===== src/rtl/blink_ctr_pkg.sv =====
// Shared types and helpers for the multi-channel blink/PWM counter array.
// Mode encoding matches the cfg_mode field written by the host decode logic.
package blink_ctr_pkg;

    typedef enum logic [1:0] {
        MODE_OFF     = 2'b00,
        MODE_UP      = 2'b01,
        MODE_UPDOWN  = 2'b10,
        MODE_ONESHOT = 2'b11
    } mode_t;

    localparam int MODE_W = 2;

    // A single channel still needs a one-bit select field.
    function automatic int ch_bits(input int n);
        return (n > 1) ? $clog2(n) : 1;
    endfunction

endpackage


===== src/rtl/blink_ctr_chan.sv =====
// One counter channel: mode/duty config, counter with direction and done,
// one-cycle wrap pulse and PWM compare output.
module blink_ctr_chan
    import blink_ctr_pkg::*;
#(
    parameter int WIDTH = 8
) (
    input  logic             clk,
    input  logic             rst_n,
    input  logic             tick,
    input  logic             wr,
    input  logic [1:0]       cfg_mode,
    input  logic [WIDTH-1:0] cfg_duty,
    output logic [WIDTH-1:0] cnt,
    output logic             blink,
    output logic             wrap,
    output logic             done
);

    localparam logic [WIDTH-1:0] MAX = '1;

    mode_t            mode;
    logic [WIDTH-1:0] duty;
    logic             dir;
    logic [WIDTH-1:0] up;
    logic [WIDTH-1:0] dn;

    assign up = cnt + WIDTH'(1);
    assign dn = cnt - WIDTH'(1);

    always_ff @(posedge clk) begin
        if (!rst_n) begin
            mode <= MODE_OFF;
            duty <= '0;
            cnt  <= '0;
            dir  <= 1'b0;
            done <= 1'b0;
            wrap <= 1'b0;
        end else if (wr) begin
            mode <= mode_t'(cfg_mode);
            duty <= cfg_duty;
            cnt  <= '0;
            dir  <= 1'b0;
            done <= 1'b0;
            wrap <= 1'b0;
        end else begin
            wrap <= 1'b0;
            if (tick) begin
                unique case (mode)
                    MODE_OFF: cnt <= '0;
                    MODE_UP: begin
                        cnt  <= up;
                        wrap <= (cnt == MAX);
                    end
                    // dir=0 climbs toward MAX, dir=1 descends toward 0
                    MODE_UPDOWN: begin
                        if (!dir) begin
                            cnt <= up;
                            if (up == MAX) begin
                                dir  <= 1'b1;
                                wrap <= 1'b1;
                            end
                        end else begin
                            cnt <= dn;
                            if (dn == '0) begin
                                dir  <= 1'b0;
                                wrap <= 1'b1;
                            end
                        end
                    end
                    MODE_ONESHOT: begin
                        if (!done) begin
                            cnt <= up;
                            if (up == MAX) begin
                                done <= 1'b1;
                                wrap <= 1'b1;
                            end
                        end
                    end
                    default: cnt <= cnt;
                endcase
            end
        end
    end

    assign blink = (mode != MODE_OFF) && (cnt < duty);

endmodule


===== src/rtl/blink_ctr_array.sv =====
// N-channel blink/PWM counter array with a shared programmable prescaler
// and per-channel config write decode.
module blink_ctr_array
    import blink_ctr_pkg::*;
#(
    parameter int WIDTH    = 8,
    parameter int CHANNELS = 4,
    parameter int DIV_W    = 16,
    localparam int CH_W    = ch_bits(CHANNELS)
) (
    input  logic                      clk,
    input  logic                      rst_n,
    input  logic                      ena,
    input  logic                      cfg_we,
    input  logic [CH_W-1:0]           cfg_ch,
    input  logic [1:0]                cfg_mode,
    input  logic [WIDTH-1:0]          cfg_duty,
    input  logic                      div_we,
    input  logic [DIV_W-1:0]          div_val,
    output logic [CHANNELS*WIDTH-1:0] cnt_o,
    output logic [CHANNELS-1:0]       blink_o,
    output logic [CHANNELS-1:0]       wrap_o,
    output logic [CHANNELS-1:0]       done_o
);

    logic [DIV_W-1:0] div;
    logic [DIV_W-1:0] pcnt;
    logic             tick;
    logic             in_range;

    // A divisor load restarts the period, so it suppresses this cycle's tick.
    assign tick = ena && !div_we && (pcnt == div);

    always_ff @(posedge clk) begin
        if (!rst_n) begin
            div  <= '0;
            pcnt <= '0;
        end else if (div_we) begin
            div  <= div_val;
            pcnt <= '0;
        end else if (ena) begin
            pcnt <= tick ? '0 : pcnt + DIV_W'(1);
        end
    end

    assign in_range = int'(cfg_ch) < CHANNELS;

    for (genvar i = 0; i < CHANNELS; i++) begin : g_ch
        logic wr;

        assign wr = cfg_we && in_range && (cfg_ch == CH_W'(i));

        blink_ctr_chan #(
            .WIDTH(WIDTH)
        ) u_chan (
            .clk     (clk),
            .rst_n   (rst_n),
            .tick    (tick),
            .wr      (wr),
            .cfg_mode(cfg_mode),
            .cfg_duty(cfg_duty),
            .cnt     (cnt_o[i*WIDTH +: WIDTH]),
            .blink   (blink_o[i]),
            .wrap    (wrap_o[i]),
            .done    (done_o[i])
        );
    end

endmodule


===== config.mk =====
export PLATFORM = sky130hd
export DESIGN_NAME = blink_ctr_array
export DESIGN_NICKNAME = d
export VERILOG_FILES = /design/src/rtl/blink_ctr_pkg.sv /design/src/rtl/blink_ctr_chan.sv /design/src/rtl/blink_ctr_array.sv
export SDC_FILE = /design/constraint.sdc
export NUM_CORES = 1
export LEC_CHECK = 0
export ABC_AREA = 0
export CORE_MARGIN = 3
export CORE_UTILIZATION = 60
export CTS_BUF_LIST = sky130_fd_sc_hd__clkbuf_4 sky130_fd_sc_hd__clkbuf_8
export DETAILED_ROUTE_END_ITERATION = 16
export GPL_TIMING_DRIVEN = 0
export PLACE_DENSITY_LB_ADDON = 0.15
export SETUP_SLACK_MARGIN = 0.1
export SYNTH_ARGS = -nofsm -noshare
export SYNTH_HDL_FRONTEND = slang
export SYNTH_SLANG_ARGS = --single-unit

===== constraint.sdc =====
create_clock -name clk -period 2.5 [get_ports clk]
set_input_delay 0.5 -clock clk [delete_from_list [all_inputs] [get_ports clk]]
set_output_delay 0.5 -clock clk [all_outputs]
set_load 0.1 [all_outputs]

# Word-level counts from Yosys, hierarchy flattened
# Cells that the tools add are included.
# word_totals
wordCells	159
output_inout_bits	44
reg_bits	116
input_bits	33
# op_classes
bitwise_logic	2
addsub	9
n_reduce_logical	45
n_eq_ne	28
mux	45
n_lt_le_gt_ge	4
# op_table
op	count
$pmux 8 s4	4
$eq 8x8->1 const B	8
$mux 8	8
$add 8x1->8 const B	4
$logic_not 8->1	4
$lt 8x8->1	4
$sub 8x1->8 const B	4
$mux 1	28
$reduce_and 2->1	12
$eq 2x2->1 const B	10
$add 16x1->16 const B	1
$eq 16x16->1	1
$mux 16	1
$pmux 1 s3	4
$reduce_or 3->1	4
$eq 2x1->1 const B	5
$logic_and 1x1->1	10
$logic_not 2->1	5
$reduce_or 2->1	5
$ne 2x2->1 const B	4
$reduce_bool 2->1	4
$not 1->1	2
$logic_not 1->1	1

# Logic depth before layout (Yosys ltp)
# depth
depth_word	5
mapped_depth	9
ltp_nobuf	8

# By module
# A second synthesis with hierarchy kept.
# unflattened
cells_unflattened	954
area_unflattened_um2	7930.1
# by_module_without_submodules
module	area_each_um2	cells_each	n_inst	seq_area_each_um2
blink_ctr_chan (g_ch[0].u_chan ...)	1601.5	194	2	420.4
blink_ctr_chan (g_ch[2].u_chan ...)	1561.5	194	2	420.4
blink_ctr_array	1604.0	178	1	640.6

# Worst setup path after synthesis
# OpenSTA, ideal clock, no wires.
# synth_path
kind	register to register
from	register g_ch[2].u_chan.cnt[1]
to	register g_ch[2].u_chan.wrap
stages_incl_launch_ff	8
required_time_ps	2408
path_slack_ps	-441
path_buffers	0
setup_time_ps	92
synth_period_minus_slack_ps	2941
arrival_ps	2849
path_cell_list	dfxtp_1 -> ha_1 -> nand3_1 -> nor4b_1 -> a311oi_1 -> or4_1 -> o221a_2 -> nor4_1
# synth_via
elab_chain_len	5
elab_cells_between_ends	10
classes_between	2 x add/sub; 2 x eq/ne; 5 x mux; 1 x reduce/logical
# synth_lines
element	line	rtl
start, declared	blink_ctr_chan.sv:14	output logic [WIDTH-1:0] cnt,
start signal, assigned	blink_ctr_chan.sv:52	cnt <= up;
start signal, assigned	blink_ctr_chan.sv:58	cnt <= up;
start signal, assigned	blink_ctr_chan.sv:64	cnt <= dn;
$add 8x1->8 or $sub 8x1->8 (tied branches)	blink_ctr_chan.sv:28, blink_ctr_chan.sv:29	
$eq 8x8->1 or $logic_not 8->1 (tied branches)	blink_ctr_chan.sv:59, blink_ctr_chan.sv:74, blink_ctr_chan.sv:65	
$mux 1, on equally long branches	blink_ctr_chan.sv:59, blink_ctr_chan.sv:74, blink_ctr_chan.sv:65	
$mux 1, on equally long branches	blink_ctr_chan.sv:72, blink_ctr_chan.sv:57	
$pmux 1 s3 *	blink_ctr_chan.sv:49	unique case (mode)
end signal, assigned	blink_ctr_chan.sv:53	wrap <= (cnt == MAX);
end, declared	blink_ctr_chan.sv:16	output logic wrap,
# Every way passes the cells marked *; elsewhere a longest branch is shown, timed or not.
# A chain may end at the register's enable or synchronous reset.

# Worst setup path after layout
# layout_path
from	register g_ch[0].u_chan.cnt[1]
to	output port blink_o[0]
# layout_via
elab_chain_len	2
# layout_lines
element	line	rtl
start, declared	blink_ctr_chan.sv:14	
start signal, assigned	blink_ctr_chan.sv:52	
start signal, assigned	blink_ctr_chan.sv:58	
start signal, assigned	blink_ctr_chan.sv:64	
$lt 8x8->1	blink_ctr_chan.sv:86	assign blink = (mode != MODE_OFF) && (cnt < duty);
$logic_and 1x1->1	blink_ctr_chan.sv:86	
end, declared	blink_ctr_array.sv:21	output logic [CHANNELS-1:0] blink_o,
# Every way passes these cells.

==> run metrics <==
status finished, violations left; failing checks setup timing; WS Path Type flip-flop to primary output; global-route wire length before repair 32500 µm; Mapped Cells 955; post-placement setup slack -891 ps; Crit path largest cell delay between 300 and 400 ps; Inserted Clock Buffers 17; mux contribution to synthesized area 0.0507; TritonRoute pass-1 iters 7; Clock Skew 14.6 ps; Max Slew Vio Count 0; xor-xnor portion of the synthesized cell area 0.0636; post-layout util 0.777; Max-Cap Viols 0; Yosys top cell area share 0.306; PwrDens 432 nW/µm²; wire per inst roughly 17 µm; delay-heaviest family, CP compound AO/OA/AOI/OAI gates; die area 14000 µm²; CP Launch Type flip-flop; dpl hpwl approximately 14000 µm; Crit path required time 2000 ps; LEAKAGE ~3.7 nW; share of cells above drive strength 1 0.171; GRT Total Usage 0.281; nets@finish 1145; Die Wd about 120 µm; IO Port Bufs 74; HP Class flip-flop to flip-flop; RSZ-0062 raised after global routing true; Yosys reg bits ~120; fillers 916; multi-input logic area 5020 µm²; Worst-Margin Slew 969 ps; minimum clock period 2640 ps; most used cell, CP a21o_1; vias per cell 5.98; DRT antenna net count 0; CTS sink cnt about 120; worst path arrival time 2140 ps; CTS Hold Bufs 0; diode count 0; Synth warnings 0; Clock Tree Buf Depth 2; largest cells by area after synthesis dfxtp_1 31%, ha_1 7.4%, nand2_1 5.2%, mux2i_1 4.6%, xor2_1 3.8%; Synth Area in Adders 0.0743; most area-hungry cell type in the Yosys netlist dfxtp_1; # rows 40; insertion delay to the later sink of the worst-skew pair 460 ps; fin cells approximately 1.2k; Placeable Area approximately 12000 µm²; Final period util 1.05; Area growth, synth to finish 24.6%; CTS tree done; Crit path buffers/inverters 2; DRC viols 0; Syn Area/Cell 7.94 µm²; I/O pin count 77; crit path max-delay cell type dfxtp_4; GPL Wtd Cong 0.899; library cells used by synthesis 66; Overflow after GRT 0; Final Hold Viols 0; CP cell instances ha_4 -> a21o_1 -> a21o_1 -> a211oi_2 -> o21ai_1 -> o311ai_2 -> buf_4 -> buf_12; via count 7467; largest net degree at the start of global routing 17; post-synthesis cell area 7580 µm²; syn_nets between 1k and 1.5k; Post-synth EDFFs 0; Slew HR 0.356; Setup-failing EPs final 4; CTS Root Cell clkbuf_8; Worst-path clk slew 80 ps; total power 4.08 mW; synth cell count leaders 116 x dfxtp_1, 104 x nand2_1, 75 x nor2_1; Peak VDD IR around 0.38 mV; setup_tns -415 ps; register area share after synthesis 0.306; Starting Density 0.623; Synth Area in Simple Gates 0.246; drt total wl ~21000 µm; vias in the first global route roughly 6.7k; post-route setup slack -137 ps; H-tree depth 4; chip height ~120 µm; main combinational cell family by area after synthesis simple AND/OR/NAND/NOR gates; CP Capture Type primary output; Compound-Gate Fraction of Synth Area 0.192; ys flop type dfxtp_1; FMAX 0.379 GHz; top-count cell post-synth dfxtp_1; initial antenna violation count 0; fraction of registers with async set/reset 0; Register Area 2390 µm²; DR iter-0 viols 910; CP Max Fanout 2; Placed Instances 1197
per-stage QoR:
step,hold slack (ps),instance area (µm²)
floorplan,443,7650
global placement,451,8600
detailed placement,458,8600
CTS,468,9220
global route,490,9440
finish,468,9440
area by class of cell:
type | instances | area share
Tap cell | 168 | 0.0223
Clock inverter | 14 | 0.0138
Inverter | 47 | 0.0187
Multi-Input combinational cell | 720 | 0.532
Buffer | 72 | 0.0409
Timing Repair Buffer | 93 | 0.0925
Sequential cell | 116 | 0.254
Clock buffer | 18 | 0.0262
layout by cell type, fill, tap and decap left out, types with 7 or more instances in the layout:
cell type	Yosys	final
a31oi_1	13	13
nor4_1	15	11
a21oi_1	52	52
a211oi_1	19	15
clkbuf_1	50	35
xnor2_1	22	22
dfxtp_4	0	10
buf_2	7	8
o31ai_1	10	10
a21boi_0	21	21
buf_4	12	33
dfxtp_2	0	28
nor3_1	25	21
o311ai_0	12	8
a21o_1	13	13
dlygate4sd2_1	0	38
dfxtp_1	116	78
or4_1	7	7
ha_1	45	39
inv_1	47	41
nand2_1	104	104
clkdlybuf4s50_1	0	30
clkbuf_8	0	20
nand3_1	31	30
o22ai_1	8	8
o21ai_0	27	23
xor2_1	33	33
nor2_1	75	75
mux2i_1	35	35
nand2b_1	15	13
nor2b_1	40	40
and3_1	11	11
registers in the layout (all words and copies together) (netlist names):
signal	cells
g_ch.u_chan.cnt	32
g_ch.u_chan.duty	32
div	16
pcnt	16
g_ch.u_chan.mode	8
g_ch.u_chan.dir	4
g_ch.u_chan.done	4
g_ch.u_chan.wrap	4
routing by layer:
metal  vias to the layer above  track usage  wire (µm)
met1                      3475        0.366       8950
li1                       3597            -          -
met5                         -            0          0
met4                         0        0.103        593
met3                        60       0.0689       1450
met2                       335        0.455       9620
cell families after synthesis:
| group | after synthesis |
|---|---|
| muxes | 38 |
| AOI/OAI and AO/OA | 214 |
| and+or+nand+nor | 368 |
| buffers and inverters | 119 |
| adders and majority gates | 45 |
| xor gates and xnor gates | 55 |
| DFF | 116 |
where the power goes:
group	internal (mW)	switching, mW	leakage (nW)
Sequential	1.88	0.0282	0.963
Combinational	0.209	0.285	2.53
Clock	0.818	0.867	0.178
Total	2.90	1.18	3.67
final timing paths:
path	start	to	slack, ps	cells after the start
setup / recovery	g_ch[0].u_chan.cnt[1]	blink_o[0]	-140	8
hold / removal	g_ch[1].u_chan.duty[6]	g_ch[1].u_chan.duty[6]	470	2
setup reg to reg	pcnt[15]	g_ch[0].u_chan.cnt[0]	170	6
hold reg to reg	g_ch[1].u_chan.duty[6]	g_ch[1].u_chan.duty[6]	470	2
timing repair:
action | 4_1_cts | 5_1_grt
setup endpoints to repair | 71 | 51
pin swaps | 22 | 10
buffers inserted | 11 | 8
gates resized for setup | 128 | 44
tightest hold or removal path, delay by kind of cell, from the launching register on:
kind | cells | cell delay, ps
AOI/OAI and AO/OA | 1 | 70
DFF | 1 | 310
and+or+nand+nor | 1 | 40
Note: power is estimated with default switching activity, not from simulation.
